$ cat config.mk
export PLATFORM = sky130hd
export DESIGN_NAME = sponge_absorb_flat
export DESIGN_NICKNAME = d
export VERILOG_FILES = /design/src/rtl/sponge_pkg.sv /design/src/rtl/sponge_absorb_if.sv /design/src/rtl/sponge_pad.sv /design/src/rtl/sponge_absorb.sv /design/src/flat_wrapper.sv
export SDC_FILE = /design/constraint.sdc
export NUM_CORES = 1
export LEC_CHECK = 0
export ABC_CLOCK_PERIOD_IN_PS = 42900
export BUFFER_PORTS_ARGS = -buffer_cell sky130_fd_sc_hd__buf_2
export CELL_PAD_IN_SITES_DETAIL_PLACEMENT = 2
export CELL_PAD_IN_SITES_GLOBAL_PLACEMENT = 2
export CORE_AREA = 2 2 525 527
export CTS_BUF_LIST = sky130_fd_sc_hd__clkbuf_4 sky130_fd_sc_hd__clkbuf_8 sky130_fd_sc_hd__clkbuf_16
export CTS_CLUSTER_SIZE = 12
export DETAILED_ROUTE_END_ITERATION = 6
export DIE_AREA = 0 0 527 529
export GPL_TIMING_DRIVEN = 0
export HOLD_SLACK_MARGIN = 0.12
export PLACE_DENSITY = 0.36
export SLEW_MARGIN = 25
export SYNTH_ARGS = -nofsm -noshare
export SYNTH_HDL_FRONTEND = slang
export SYNTH_SLANG_ARGS = --single-unit
$ cat constraint.sdc
create_clock -name clk -period 42.9 [get_ports clk]
set_clock_uncertainty 0.1 [all_clocks]
set_input_delay 6.435 -clock clk [delete_from_list [all_inputs] [get_ports clk]]
set_output_delay 6.435 -clock clk [all_outputs]
set_load 0.05 [all_outputs]
$ cat src/rtl/sponge_pkg.sv
// Shared types and padding constants for the sponge absorb/squeeze blocks.
package sponge_pkg;

   typedef enum logic [2:0] {
      IDLE,
      ACCEPT,
      PAD,
      PERM,
      PWAIT,
      DONE
   } absorb_state_t;

   localparam logic [7:0] PAD_FIRST = 8'h01;
   localparam logic [7:0] PAD_LAST  = 8'h80;

endpackage

$ cat src/rtl/sponge_absorb_if.sv
// Message word stream into the absorb block (valid/ready with last-word byte count).
interface sponge_absorb_if #(
   parameter int RWIDTH = 32,
   parameter int BW     = $clog2(RWIDTH/8 + 1)
);
   logic [RWIDTH-1:0] msg_data;
   logic              msg_valid;
   logic              msg_ready;
   logic              msg_last;
   logic [BW-1:0]     msg_bytes;

   modport master (output msg_data, msg_valid, msg_last, msg_bytes, input msg_ready);
   modport slave  (input msg_data, msg_valid, msg_last, msg_bytes, output msg_ready);
endinterface

$ cat src/rtl/sponge_pad.sv
// pad10*1 on one rate word: masks bytes past the message end and inserts the 0x01/0x80 markers.
module sponge_pad
   import sponge_pkg::*;
#(
   parameter int RWIDTH = 32,
   parameter int BW     = $clog2(RWIDTH/8 + 1)
) (
   input  logic [RWIDTH-1:0] data,
   input  logic [BW-1:0]     bytes,
   input  logic              last,
   input  logic              pad_only,
   output logic [RWIDTH-1:0] padded
);

   localparam int unsigned   NB   = RWIDTH / 8;
   localparam logic [BW-1:0] NB_B = BW'(NB);

   logic [BW-1:0] b;

   always_comb begin
      b      = (bytes > NB_B) ? NB_B : bytes;
      padded = data;
      if (pad_only) begin
         padded        = '0;
         padded[7:0]   = PAD_FIRST;
         padded[RWIDTH-1 -: 8] = padded[RWIDTH-1 -: 8] ^ PAD_LAST;
      end else if (last && (b != NB_B)) begin
         for (int unsigned k = 0; k < NB; k++) begin
            if (k >= 32'(b)) padded[8*k +: 8] = 8'h00;
            if (k == 32'(b)) padded[8*k +: 8] = padded[8*k +: 8] ^ PAD_FIRST;
         end
         // XOR (not assign) so a single remaining byte becomes 0x81
         padded[RWIDTH-1 -: 8] = padded[RWIDTH-1 -: 8] ^ PAD_LAST;
      end
   end

endmodule

$ cat src/rtl/sponge_absorb.sv
// Sponge absorb phase: XORs padded message words into the rate and runs the
// external permutation after every block, handing the final state to squeeze.
module sponge_absorb
   import sponge_pkg::*;
#(
   parameter int CWIDTH    = 320,
   parameter int RWIDTH    = 32,
   parameter int CNT_WIDTH = 16
) (
   input  logic                 clk,
   input  logic                 reset,
   input  logic                 start,
   input  logic [CWIDTH-1:0]    state_in,
   sponge_absorb_if.slave       msg,
   output logic                 perm_start,
   output logic [CWIDTH-1:0]    perm_state_o,
   input  logic [CWIDTH-1:0]    perm_state_i,
   input  logic                 perm_done,
   output logic [CWIDTH-1:0]    state_out,
   output logic                 done,
   output logic                 busy,
   output logic [CNT_WIDTH-1:0] blk_cnt
);

   localparam int unsigned   NB   = RWIDTH / 8;
   localparam int            BW   = $clog2(NB + 1);
   localparam logic [BW-1:0] NB_B = BW'(NB);

   absorb_state_t     st;
   logic [CWIDTH-1:0] state;
   logic              pad_pending;
   logic              final_blk;
   logic [RWIDTH-1:0] padded;

   sponge_pad #(.RWIDTH(RWIDTH), .BW(BW)) u_pad (
      .data     (msg.msg_data),
      .bytes    (msg.msg_bytes),
      .last     (msg.msg_last),
      .pad_only (st == PAD),
      .padded   (padded)
   );

   assign msg.msg_ready = (st == ACCEPT);
   assign perm_state_o  = state;

   always_ff @(posedge clk or posedge reset) begin
      if (reset) begin
         st          <= IDLE;
         state       <= '0;
         state_out   <= '0;
         perm_start  <= 1'b0;
         done        <= 1'b0;
         busy        <= 1'b0;
         blk_cnt     <= '0;
         pad_pending <= 1'b0;
         final_blk   <= 1'b0;
      end else begin
         perm_start <= 1'b0;
         done       <= 1'b0;
         case (st)
            IDLE: begin
               if (start) begin
                  state       <= state_in;
                  blk_cnt     <= '0;
                  busy        <= 1'b1;
                  pad_pending <= 1'b0;
                  final_blk   <= 1'b0;
                  st          <= ACCEPT;
               end
            end
            ACCEPT: begin
               if (msg.msg_valid) begin
                  state[RWIDTH-1:0] <= state[RWIDTH-1:0] ^ padded;
                  if (msg.msg_last) begin
                     if (msg.msg_bytes >= NB_B) pad_pending <= 1'b1;
                     else                       final_blk   <= 1'b1;
                  end
                  perm_start <= 1'b1;
                  st         <= PERM;
               end
            end
            PAD: begin
               state[RWIDTH-1:0] <= state[RWIDTH-1:0] ^ padded;
               pad_pending       <= 1'b0;
               final_blk         <= 1'b1;
               perm_start        <= 1'b1;
               st                <= PERM;
            end
            PERM: begin
               if (blk_cnt != '1) blk_cnt <= blk_cnt + 1'b1;
               st <= PWAIT;
            end
            PWAIT: begin
               if (perm_done) begin
                  state <= perm_state_i;
                  // done/state_out are registered on entry so they appear one cycle after perm_done
                  if (final_blk) begin
                     state_out <= perm_state_i;
                     done      <= 1'b1;
                     st        <= DONE;
                  end else if (pad_pending) begin
                     st <= PAD;
                  end else begin
                     st <= ACCEPT;
                  end
               end
            end
            DONE: begin
               busy      <= 1'b0;
               final_blk <= 1'b0;
               st        <= IDLE;
            end
            default: st <= IDLE;
         endcase
      end
   end

endmodule

$ cat src/flat_wrapper.sv
// flat-port wrapper written by rule: the top's interface ports become plain ports
module sponge_absorb_flat import sponge_pkg::*;
#(
   parameter int CWIDTH    = 320,
   parameter int RWIDTH    = 32,
   parameter int CNT_WIDTH = 16
)
  (clk, reset, start, state_in, perm_start, perm_state_o, perm_state_i, perm_done, state_out, done, busy, blk_cnt, msg_msg_data, msg_msg_valid, msg_msg_last, msg_msg_bytes, msg_msg_ready);
  sponge_absorb_if #(.RWIDTH(RWIDTH)) msg_i ();
  input  logic clk;
  input  logic reset;
  input  logic start;
  input  logic [CWIDTH-1:0] state_in;
  output logic perm_start;
  output logic [CWIDTH-1:0] perm_state_o;
  input  logic [CWIDTH-1:0] perm_state_i;
  input  logic perm_done;
  output logic [CWIDTH-1:0] state_out;
  output logic done;
  output logic busy;
  output logic [CNT_WIDTH-1:0] blk_cnt;
  input wire logic [$bits(msg_i.msg_data)-1:0] msg_msg_data;
  input wire logic [$bits(msg_i.msg_valid)-1:0] msg_msg_valid;
  input wire logic [$bits(msg_i.msg_last)-1:0] msg_msg_last;
  input wire logic [$bits(msg_i.msg_bytes)-1:0] msg_msg_bytes;
  output wire logic [$bits(msg_i.msg_ready)-1:0] msg_msg_ready;
  assign msg_i.msg_data = msg_msg_data;
  assign msg_i.msg_valid = msg_msg_valid;
  assign msg_i.msg_last = msg_msg_last;
  assign msg_i.msg_bytes = msg_msg_bytes;
  assign msg_msg_ready = msg_i.msg_ready;
  sponge_absorb #(.CWIDTH(CWIDTH), .RWIDTH(RWIDTH), .CNT_WIDTH(CNT_WIDTH)) u_core (.clk(clk), .reset(reset), .start(start), .state_in(state_in), .msg(msg_i), .perm_start(perm_start), .perm_state_o(perm_state_o), .perm_state_i(perm_state_i), .perm_done(perm_done), .state_out(state_out), .done(done), .busy(busy), .blk_cnt(blk_cnt));
endmodule
==> run summary <==
Final nets = 5161
Seq cells post-synth = 664
Mapped Avg Cell Area = 9.53 µm²
Setup TNS = 0 ps
Most common cell after layout, fill and taps aside = buf_2
Detailed placement HPWL = 186000 µm
Register area share after synthesis = 0.576
Slew @ Worst Pin = 1010 ps
Die width = 527 µm
WS Path Type = reg2out
Final Power = 4.29 mW
Most used flip-flop cell after synthesis = dfrtp_1
Antenna violations before repair = 132
Final wirelength = 228000 µm
RSZ-0062 raised after global routing = false
CTS resizes = 0
Total CTS buffers = 101
WP data required = 36370 ps
Rows = 192
Port Buffer Count = 1340
WL/cell = 27.9 µm
Critical path endpoint category = primary output
Area Overhead vs Synth = 51.9%
Commonest non-fill, non-tap cells in the layout = buf_2 (1402), nand2_1 (1282), dfrtp_1 (664)
Root buf cell = clkbuf_16
Fin cells = 8169
Io pins = 1341
Critical Path AT = 2300 ps
Setup bufs post-CTS = 0
Die Ht = 529 µm
Peak VDD IR = 33.5 µV
Vias in the first global route = 32200
# setup viols final = 0
Via density = 3.54
H-tree Lvls = 3
CTS tree = done
Via count = 28900
Core area = 273000 µm²
PwrDens = 97.9 nW/µm²
Post-DP Area = 40300 µm²
Largest net degree at the start of global routing = 78
CP Max Fanout = 10
Share of layout cells above drive strength 1 = 0.370
Slew Viols, Final = 0
Final hold violations = 0
Clk sinks = 664
Leakage = 23.1 nW
Global-route wire length before repair = 303000 µm
Part of the cycle the worst path needs = 0.206
Post-Syn Nets = 3708
DRT antenna net count = 0
Clock Pin Slew Worst Setup and Hold Paths = 60 ps
Fin area = 43800 µm²
Share of flip-flops with an asynchronous set or reset = 1.00
Pre-antenna DRT Iters = 4
Post-Synthesis Cells = 3026
Fmax = 113 MHz
Post-synth EDFFs = 0
Maxcap violations = 0
Mapped Area = 28800 µm²
Hold_buf cts = 0
Distinct cells, synth = 62
Synth warnings = 0
GRT Util Overall = 0.159
Status = complete, no violations
CTS Buffer Depth = 3
Insertion delay to the later sink of the worst-skew pair = 750 ps
Worst Setup Start Kind = flip-flop
Hold slack = 367 ps
Minimum clock period = 8840 ps
Max_slew headroom = 0.327
Total Die Area = 279000 µm²
Tightest Hold Check Type = reg2reg
Initial Utilization = 0.106
Final Wtd Congestion = 0.795
Post-route DRC = 0
Total gr overflow = 0
Dpl cells = 7965
1st-iter DRT viols = 1105
through the flow:
stage	util	worst slack, ps
3_3_place_gp	0.147	2580
6_report	0.160	34060
5_1_grt	0.160	33790
2_1_floorplan	-	17760
4_1_cts	0.160	33910
3_5_place_dp	0.148	33130
Yosys cell counts, drive strengths merged (4+ instances only):
| cell type | count | area [µm²] |
|---|---|---|
| a21oi | 35 | 190 |
| a31oi | 14 | 87.6 |
| and2 | 5 | 32.5 |
| and3 | 5 | 32.5 |
| buf | 118 | 810 |
| clkbuf | 80 | 310 |
| dfrtp | 664 | 16600 |
| inv | 5 | 18.8 |
| mux2 | 14 | 158 |
| mux2i | 292 | 2920 |
| nand2 | 1282 | 4810 |
| nand3 | 24 | 125 |
| nand3b | 4 | 42.5 |
| nand4 | 5 | 37.5 |
| nor2 | 38 | 145 |
| nor3 | 6 | 40.0 |
| nor3b | 4 | 46.3 |
| o211ai | 4 | 30.0 |
| o21ai | 369 | 1850 |
| o311a | 17 | 170 |
| xor2 | 9 | 78.8 |
power breakdown:
| part | leakage [nW] | total [mW] | switching (mW) | internal, mW |
|---|---|---|---|---|
| sequential | 8.45 | 1.08 | 0.163 | 0.913 |
| clock | 1.70 | 0.873 | 0.364 | 0.509 |
| combinational | 12.9 | 2.34 | 1.87 | 0.468 |
| total | 23.1 | 4.29 | 2.40 | 1.89 |
cell type report:
class | count | area (µm²)
well taps | 3589 | 4490
fillers | 31700 | 229000
clock buffers | 159 | 3150
inverters | 5 | 26.3
plain buffers | 198 | 1130
multi-input cells | 2159 | 11100
clock inverters | 17 | 251
flip-flops and latches | 664 | 16600
repair buffers | 1350 | 6980
diodes | 28 | 70.1
per-layer routing:
layer  vias to the layer above  GRT usage  wire, µm
met5                         -          0       492
met4                        78     0.0377      5530
met3                       350     0.0596     19500
met2                      1137      0.275    111000
met1                     14500      0.185     91800
li1                      12900          -         -
registers in the layout, indices dropped and copies added (netlist names):
| register | count |
|---|---|
| u_core.done | 1 |
| u_core.perm_state_o | 320 |
| u_core.busy | 1 |
| u_core.blk_cnt | 16 |
| u_core.pad_pending | 1 |
| u_core.final_blk | 1 |
| u_core.perm_start | 1 |
| u_core.state_out | 320 |
| u_core.st | 3 |
critical path, stage by stage (launching register included):
cell	delay, ps
dfrtp_1	370
clkbuf_8	170
clkbuf_1	220
nor2_1	260
nand2_1	140
inv_1	120
buf_2	310
final timing paths:
kind | from | endpoint | slack [ps] | cells after the start
max in group asynchronous | reset | u_core.perm_state_o[237]$_DFFE_PP0P_ | 35140 | 6
setup reg to reg | u_core.st[2]$_DFFE_PP0P_ | u_core.perm_state_o[271]$_DFFE_PP0P_ | 39610 | 8
min in group asynchronous | reset | u_core.perm_state_o[299]$_DFFE_PP0P_ | 5580 | 2
hold / removal | u_core.state_out[142]$_DFFE_PP0P_ | u_core.state_out[142]$_DFFE_PP0P_ | 370 | 2
hold reg to reg | u_core.state_out[142]$_DFFE_PP0P_ | u_core.state_out[142]$_DFFE_PP0P_ | 370 | 2
setup / recovery | u_core.st[1]$_DFFE_PP0P_ | msg_msg_ready | 34060 | 6
logic make-up (layout without fill, tap and decap cells):
| family | Yosys count | count (layout) | share of synthesized area |
|---|---|---|---|
| compound gates | 456 | 456 | 0.0857 |
| xor+xnor | 9 | 9 | 0.00273 |
| fa+ha+maj | 1 | 1 | 0.000434 |
| buf+inv | 203 | 1729 | 0.0395 |
| flops | 664 | 664 | 0.576 |
| mux | 306 | 306 | 0.107 |
| other cells | 0 | 28 | 0 |
| simple gates | 1387 | 1387 | 0.188 |
No activity file was read; power rests on OpenSTA's default activity.
